$ cat config.mk
export PLATFORM = sky130hd
export DESIGN_NAME = segment_counter
export DESIGN_NICKNAME = d
export VERILOG_FILES = /design/src/rtl/segment_counter.sv
export SDC_FILE = /design/constraint.sdc
export NUM_CORES = 1
export LEC_CHECK = 0
export CAP_MARGIN = 20
export CORE_ASPECT_RATIO = 1.4
export CORE_UTILIZATION = 60
export DETAILED_ROUTE_END_ITERATION = 16
export PLACE_DENSITY_LB_ADDON = 0.25
export SKIP_LAST_GASP = 1
export SLEW_MARGIN = 20
export SYNTH_ARGS = -nofsm -noshare
export SYNTH_HDL_FRONTEND = slang
export SYNTH_SLANG_ARGS = --single-unit
$ cat constraint.sdc
create_clock -name i_Clk -period 2.85 [get_ports i_Clk]
set_input_delay 0.855 -clock i_Clk [delete_from_list [all_inputs] [get_ports i_Clk]]
set_output_delay 0.855 -clock i_Clk [all_outputs]
set_load 0.005 [all_outputs]
$ cat src/rtl/segment_counter.sv
// Free-running 0-9 decimal counter on one active-low 7-segment digit.
// The digit steps every HALF_SECOND clocks, and the segment decode is registered.
module segment_counter #(
   parameter int HALF_SECOND = 12_500_000
) (
   input  logic i_Clk,
   input  logic i_Rst_L,
   output logic o_Segment1_A,
   output logic o_Segment1_B,
   output logic o_Segment1_C,
   output logic o_Segment1_D,
   output logic o_Segment1_E,
   output logic o_Segment1_F,
   output logic o_Segment1_G
);

   localparam int              CNT_W = $clog2(HALF_SECOND);
   localparam logic [CNT_W-1:0] LAST = CNT_W'(HALF_SECOND - 1);
   localparam logic [6:0]      SEG_0 = 7'b1000000;

   // NOTE: declaration initialisers give the power-up state when i_Rst_L is tied high.
   logic [CNT_W-1:0] r_Count = '0;
   logic [3:0]       r_Digit = 4'd0;
   logic [6:0]       r_Seg   = SEG_0;

   logic             w_Last;
   logic [3:0]       w_Digit_Next;
   logic [6:0]       w_Seg_Next;

   assign w_Last = (r_Count == LAST);

   // NOTE: assign a default first so that no path through always_comb leaves a latch.
   always_comb begin
      w_Digit_Next = r_Digit;
      if (w_Last) begin
         w_Digit_Next = (r_Digit == 4'd9) ? 4'd0 : r_Digit + 4'd1;
      end
   end

   always_comb begin
      w_Seg_Next = 7'b1111111;
      unique case (r_Digit)
         4'd0:    w_Seg_Next = 7'b1000000;
         4'd1:    w_Seg_Next = 7'b1111001;
         4'd2:    w_Seg_Next = 7'b0100100;
         4'd3:    w_Seg_Next = 7'b0110000;
         4'd4:    w_Seg_Next = 7'b0011001;
         4'd5:    w_Seg_Next = 7'b0010010;
         4'd6:    w_Seg_Next = 7'b0000010;
         4'd7:    w_Seg_Next = 7'b1111000;
         4'd8:    w_Seg_Next = 7'b0000000;
         4'd9:    w_Seg_Next = 7'b0010000;
         default: w_Seg_Next = 7'b1111111;
      endcase
   end

   // NOTE: sequential state uses non-blocking assignments, so all registers sample pre-edge values.
   always_ff @(posedge i_Clk or negedge i_Rst_L) begin
      if (!i_Rst_L) begin
         r_Count <= '0;
         r_Digit <= 4'd0;
         r_Seg   <= SEG_0;
      end else begin
         r_Count <= w_Last ? '0 : r_Count + 1'b1;
         r_Digit <= w_Digit_Next;
         r_Seg   <= w_Seg_Next;
      end
   end

   assign o_Segment1_A = r_Seg[0];
   assign o_Segment1_B = r_Seg[1];
   assign o_Segment1_C = r_Seg[2];
   assign o_Segment1_D = r_Seg[3];
   assign o_Segment1_E = r_Seg[4];
   assign o_Segment1_F = r_Seg[5];
   assign o_Segment1_G = r_Seg[6];

endmodule

## Word-level counts from Yosys, hierarchy flattened

Memories as Yosys holds them, arrays and structs flattened. A register that Yosys moved wholly into a read port is not among the register bits.
Cells that the tools add are included.

- Add/sub/neg operators: 2
- Eq/ne operators: 2
- Multiplexer cells: 2
- Reductions and logical operators: 1

Operators with widths:

| cell | count |
|---|---|
| 24-bit by 1-bit adder with 24-bit output (second input constant) | 1 |
| 24-bit == test (second input constant) | 1 |
| 24-bit two-way mux | 1 |
| 4-bit by 1-bit adder with 4-bit output (second input constant) | 1 |
| 4-bit == test (second input constant) | 1 |
| 4-bit two-way mux | 1 |
| 1-bit zero test | 1 |

- Register bits after elaboration: 28
- Bits in read-only memories: 112
- Output and inout bits: 7
- Word-level logic and storage cells: 10
- Memories kept: 1

Memory list:

| name | depth | bits a word | rd ports | clocked after Yosys merged registers in | wr ports | line | text |
|---|---|---|---|---|---|---|---|
| (name not given) | 16 | 7 | 1 | 1 | 0 | 42 | `unique case (r_Digit)` |

## Longest topological paths before layout

- Depth after elaboration: 2
- Gate-level depth with buffers: 7
- Mapped depth without buffers: 6

## Least setup slack after synthesis

Ideal clock, no wire load.

- Kind: register to register
- From: register r_Count[0]
- To: register r_Count[10]
- Setup time: 0.132 ns
- Arrival: 1.677 ns
- Path slack: 1.041 ns
- Stages on the path, launching flop included: 8
- Path through: dfrtp_1 > ha_1 > and3_1 > clkbuf_1 > nand3b_1 > nor2_2 > clkbuf_1 > nor2_1

- Cells in the longest elaborated chain, start to end: 2
- Elaborated cells on any way between the ends: 3
- Those cells by class: 1 x add/sub; 1 x eq/ne; 1 x mux

RTL lines:

| element | line | text |
|---|---|---|
| start, declared | 22 | `logic [CNT_W-1:0] r_Count = '0;` |
| start signal, assigned | 64 | `r_Count <= w_Last ? '0 : r_Count + 1'b1;` |
| 24-bit by 1-bit adder with 24-bit output / 24-bit == test (equally long branches) | 64, 30 |  |
| 24-bit two-way mux (*) | 64 |  |

Mark *: on every way between the ends. The rest lies on a longest branch, timed or not.
A chain may end at the register's enable or synchronous reset.

## Worst setup path in the final report

- From: register r_Seg[6]
- To: output o_Segment1_G

RTL lines:

| element | line | text |
|---|---|---|
| start, declared | 24 | `logic [6:0] r_Seg = SEG_0;` |
| end, declared | 14 | `output logic o_Segment1_G` |

No word-level cell between the ends.

==> flow_summary.ini <==
[drt]
ant_nets = 0
via_count = 1288
routed_via_density = 5.80
metal1_wirelength_mm = 1.29
drt-initial-drc-count = 61
wl_per_cell_microns = 14.0
route.final.wire_length_mm = 3.12
top_signal_layer_used = met4
detailedRoute.firstPassIterationCount = 4
drc = 0
wl_met3_microns = 87
detailroute.wirelength.met2_mm = 1.67

[sta]
setup_slack_ps = 634
grt_setup_unrepaired = false
fin_worst_skew_ps = 9.13
fmax_ghz = 0.451
worstMarginPinSlew_ps = 641
final_min_period_over_clock_period_pct = 77.8
finalCriticalPeriod_ps = 2220
setup_viol = 0
slew_viol_final = 0
finalHoldViolCount = 0
slew_headroom_pct = 57.1
finalSetupTns_ps = 0

[synth]
yosys_warnings = 0
yosys_most_used_dff = dfrtp_1
syn_inst = 176
synth.distinct_cells = 39
synth_enable_flop_cells = 0
ys_ff_latch = 35
syn_avg_cell_area_sq_um = 9.90
synth.net_count = 184
synthArstFlopShare_pct = 100
yosysSeqAreaShare_pct = 50.3
syn-cell-area_sq_um = 1740

[global_routing]
globalRoute.totalOverflow = 0
maximum_number_of_pins_on_one_net_before_global_route_repair = 23
grt_antenna_before_repair = 0
grt_pass1_vias = 1257
global_route.usage.total_pct = 24.7
grt_first_pass_wirelength_mm = 5.34

[clock_tree]
cts_sinks = 35
clk_latency_ps = 340
cts_made_buffers = 5
cts_buffer_depth = 2
clock_tree.root_cell = clkbuf_4
total_number_of_h_tree_levels = 2
postCtsResizedCells = 0
tritoncts = yes
worst_setup_hold_path_clk_slew_ps = 110
post-cts-setup-buffer-count = 0
number_of_buffers_inserted_for_hold_repair_after_clock_tree_synthesis = 0

[worst_setup_path]
r2r_start = r_Count[4]$_DFF_PN0_
endpoint_of_the_most_critical_register_to_register_path = r_Count[15]$_DFF_PN0_
critPathMaxFanout = 1
cp_slowest_cell = dfstp_2
crit_chain = clkdlybuf4s50_1
crit_path_start = r_Seg[6]$_DFF_PN1_
critPathCaptureType = primary output
setup_crit_path_kind = reg2out
worst-endpoint-required_ps = 2000
critPathMaxStageDelay_ps = 530
timing.critical_path.from_type = register
critical_path.n_buffers_inverters = 1
timing.critical_path.arrival_ps = 1360
endpoint = o_Segment1_G
path_delay_family = flip-flops
timing.critical_path.depth = 1
r2r_cell_count = 4
regToRegSetupSlack_ps = 750

[finish]
finalNonFillerCells = 222
insertedDiodeCount = 0
finalNetCount = 193
drive_gt1_share_pct = 11.8
layout_commonest_cell = dfrtp_1
layout_common_cells = dfrtp_1 (34), nor2_1 (17), nand2_1 (16)
area.growth.synth_to_final_pct = 9.76
final.fill_count = 235

[outcome]
outcome = completed

[placed_design]
place.detailed.instances = 214
place.gp.congestion = 0.802
pre_cts_ws_ps = 813
port_buffer_cells = 8
hpwlAfterDp_mm = 2.33

[die]
die_h_microns = 65.8
start_util_pct = 64.6
rows = 22
top_level_ports = 9
placeableCoreArea_sq_um = 2700
die_extent_in_x_microns = 47.6
design.die.area_sq_um = 3130

[pwr]
power.total_mw = 0.771
leakage_nw = 0.829
power_density_nw_per_um2 = 403
vdd_ir_drop_max_mv = 0.369

[hold_path]
min-delay-path-class = reg2reg

[flow_run]
max_cap_viol_count = 0
==> cells by family (layout without fill, tap and decap cells) <==
family	Yosys count	after routing	share of synthesized area, %
DFF	35	35	50.3
and+or+nand+nor	73	73	22.5
muxes	4	4	2.44
AOI/OAI and AO/OA	30	30	9.84
xor gates and xnor gates	14	14	7.04
adders and majority gates	6	6	4.31
buffers and inverters	14	24	3.59
==> report_power, final <==
group          internal (mW)  switching (mW)  total (mW)
sequential             0.496               0       0.496
clock                 0.0941           0.168       0.262
combinational        0.00392         0.00932      0.0132
==> how the worst min path moves through the flow <==
stage / start / to / cells after the start / slack (ps)
floorplan: r_Count[0]$_DFF_PN0_ / r_Count[0]$_DFF_PN0_ / 1 / 450
global placement: r_Count[0]$_DFF_PN0_ / r_Count[0]$_DFF_PN0_ / 1 / 470
finish: r_Count[0]$_DFF_PN0_ / r_Count[0]$_DFF_PN0_ / 1 / 490
CTS: r_Count[0]$_DFF_PN0_ / r_Count[0]$_DFF_PN0_ / 1 / 500
detailed placement: r_Count[0]$_DFF_PN0_ / r_Count[0]$_DFF_PN0_ / 1 / 480
global route: r_Count[0]$_DFF_PN0_ / r_Count[0]$_DFF_PN0_ / 1 / 530
==> cell type report <==
| type | instances | area [sq um] | share of cell area, % |
|---|---|---|---|
| clock buffers | 5 | 37.5 | 1.96 |
| multi-input cells | 127 | 803 | 42.0 |
| clock inverters | 3 | 20.0 | 1.05 |
| flip-flops and latches | 35 | 877 | 45.8 |
| repair buffers | 10 | 108 | 5.62 |
| well taps | 36 | 45.0 | 2.35 |
| inverters | 6 | 22.5 | 1.18 |
==> registers in the layout, indices dropped and copies added (netlist names) <==
register / flops
r_Seg: 7
r_Digit: 4
r_Count: 24
==> per-layer routing <==
layer / vias to the layer above / global-route usage [%]
met5: - / 0
met4: 0 / 13.5
met3: 7 / 5.46
met2: 24 / 41.6
met1: 621 / 27.3
li1: 636 / -
==> synthesized netlist by cell type, types with 3 or more instances <==
library cell	count	area, sq um
ha_1	6	75.1
or4_1	4	30.0
nand4_1	7	43.8
clkbuf_1	4	15.0
inv_1	6	22.5
xor2_1	9	78.8
nand3_1	6	30.0
dfrtp_1	34	851
and3_1	3	18.8
o21ai_0	10	50.1
nor2_1	17	63.8
o31ai_1	5	37.5
a21oi_1	12	60.1
xnor2_1	5	43.8
nand2_1	16	60.1
nor3_1	3	15.0
==> metrics by stage <==
step                hold WS (ps)  util, %  instance area [sq um]
global placement             466     68.8                   1860
finish                       494     70.9                   1910
CTS                          497     70.9                   1910
floorplan                    448        -                   1740
detailed placement           481     68.8                   1860
global route                 534     70.9                   1910
(Power assumes the default switching activity.)
==> patch (same flow settings) <==
`HALF_SECOND`: 12_500_000 -> 50_000_000.
--- a/src/rtl/segment_counter.sv
+++ b/src/rtl/segment_counter.sv
@@ -1,7 +1,7 @@
 // Free-running 0-9 decimal counter on one active-low 7-segment digit.
 // The digit steps every HALF_SECOND clocks, and the segment decode is registered.
 module segment_counter #(
-   parameter int HALF_SECOND = 12_500_000
+   parameter int HALF_SECOND = 50_000_000
 ) (
    input  logic i_Clk,
    input  logic i_Rst_L,
Formal check against the unedited RTL: no difference found for any inputs over 10 cycles, from zero or initial values and one cycle with i_Rst_L low; that may be too few to reach the edited logic, so the function may still have changed.
==> patch against the unedited design <==
Count of clock-buffer cells in the layout increased by 1; total power increased by 15%; routed wire length increased by 21%; area after synthesis increased by 6.9%; maximum frequency decreased by 1.5%; sequential cell count increased by 2; sequential share of layout area decreased by 0.86 points; cell area increased by 7.7%; clock power increased by 34%; setup slack got worse by 0.035 ns; critical path type is now flop to flop; critical endpoint is now r_Count[22]; largest power group unchanged.
==> patch: results (changes against the unedited design) <==
The instance area after placement came out at 1980 um^2 (+6.6%). The tree is rooted in a clkbuf_8. The post-synth net total came out at 193 (+4.9%). The clock transition at the registers of the reported paths came out at 0.07 ns (-0.04 ns). The transition time of the tightest slew-check pin came out at 0.494 ns (-0.148 ns).

The per-cell via count in the routed design came out at 6.19 (+6.7%). The clock buffer count was 6 (+1). The clock skew after layout came to 0.00340 ns (-0.00572 ns). The net switching fraction of the power is 21.6% (-1.4 points). The biggest fanout along the worst timing path came out at 9 (+8).

The wire length per cell after detailed routing is 16.1 um (+15%). The flow ran to the end, and the final reports show no timing, DRC or antenna violations. After synthesis, the cell types taking the most area are dfrtp_1 48%, ha_1 4.0%, nor2_1 3.8%, xor2_1 3.8%, a21oi_1 3.2%. The startpoint identified for the worst register-to-register timing path is r_Count[0]. The number of synthesized register bits was 37 (+5.7%). The sequential group share of total power is 59.1% (-5.2 points). The peak ir drop on the vdd network came out at 0.440 mV (+19%). The overall track demand over capacity in global routing came out at 25.7% (+1.0 points).

The area share of buffers outside the clock network is 4.61% (-1.0 points). The worst setup path is of the flop to flop kind. The master of the slowest instance on the critical path is or4_1. The number of DRC markers after the initial detailed-route iteration is 46 (-25%). The largest registers in the layout are r_Count x26, r_Seg x7, r_Digit x4.

The via count of the first global-routing pass came out at 1402 (+12%). The maximum number of pins on one net before global-route repair came out at 38 (+65%). The placed wire-length estimate after detailed placement is 2.63 mm (+13%).

The share of cells above drive strength 1 is 11.2% (-0.66 points). The latest clock arrival within the worst-skew pair is 0.29 ns (-0.05 ns). The total clock network power is 0.000351 W (+34%). The portion of the post-synthesis area used by sequential elements came out at 49.8% (-0.56 points). The number of distinct library cell variants in the gate-level netlist after synthesis is 38 (-2.6%).

The post-route worst hold slack is 0.496 ns (+0.00254 ns).
[patch: metrics by stage]
step | setup WS, ns | power (W) | utilization (%) | std cells
5_1_grt | 0.507 | 0.000912 | 70.9 | 234
6_report | 0.599 | 0.000888 | 70.9 | 234
3_5_place_dp | 0.617 | 0.000547 | 68.1 | 226
4_1_cts | 0.603 | 0.000891 | 70.9 | 234
2_1_floorplan | 0.771 | 0.000535 | - | 185
3_3_place_gp | 0.692 | 0.000547 | 68.1 | 226
[patch: cells by family (layout without fill, tap and decap cells)]
group | count (synthesis) | after routing | synth area share, %
buf+inv | 13 | 25 | 2.82
mux | 3 | 3 | 1.75
compound gates | 33 | 33 | 10.5
xor+xnor | 14 | 14 | 6.58
flops | 37 | 37 | 49.8
simple gates | 79 | 79 | 24.6
fa+ha+maj | 6 | 6 | 4.03
[patch: routing by layer]
layer  vias up  GRT usage (%)  part of all wire, %
met1       723           27.4                   38
met4         0           14.0                  2.5
met5         -              0                    0
li1        679              -                    -
met2        37           46.9                   55
met3        10           6.00                  3.7
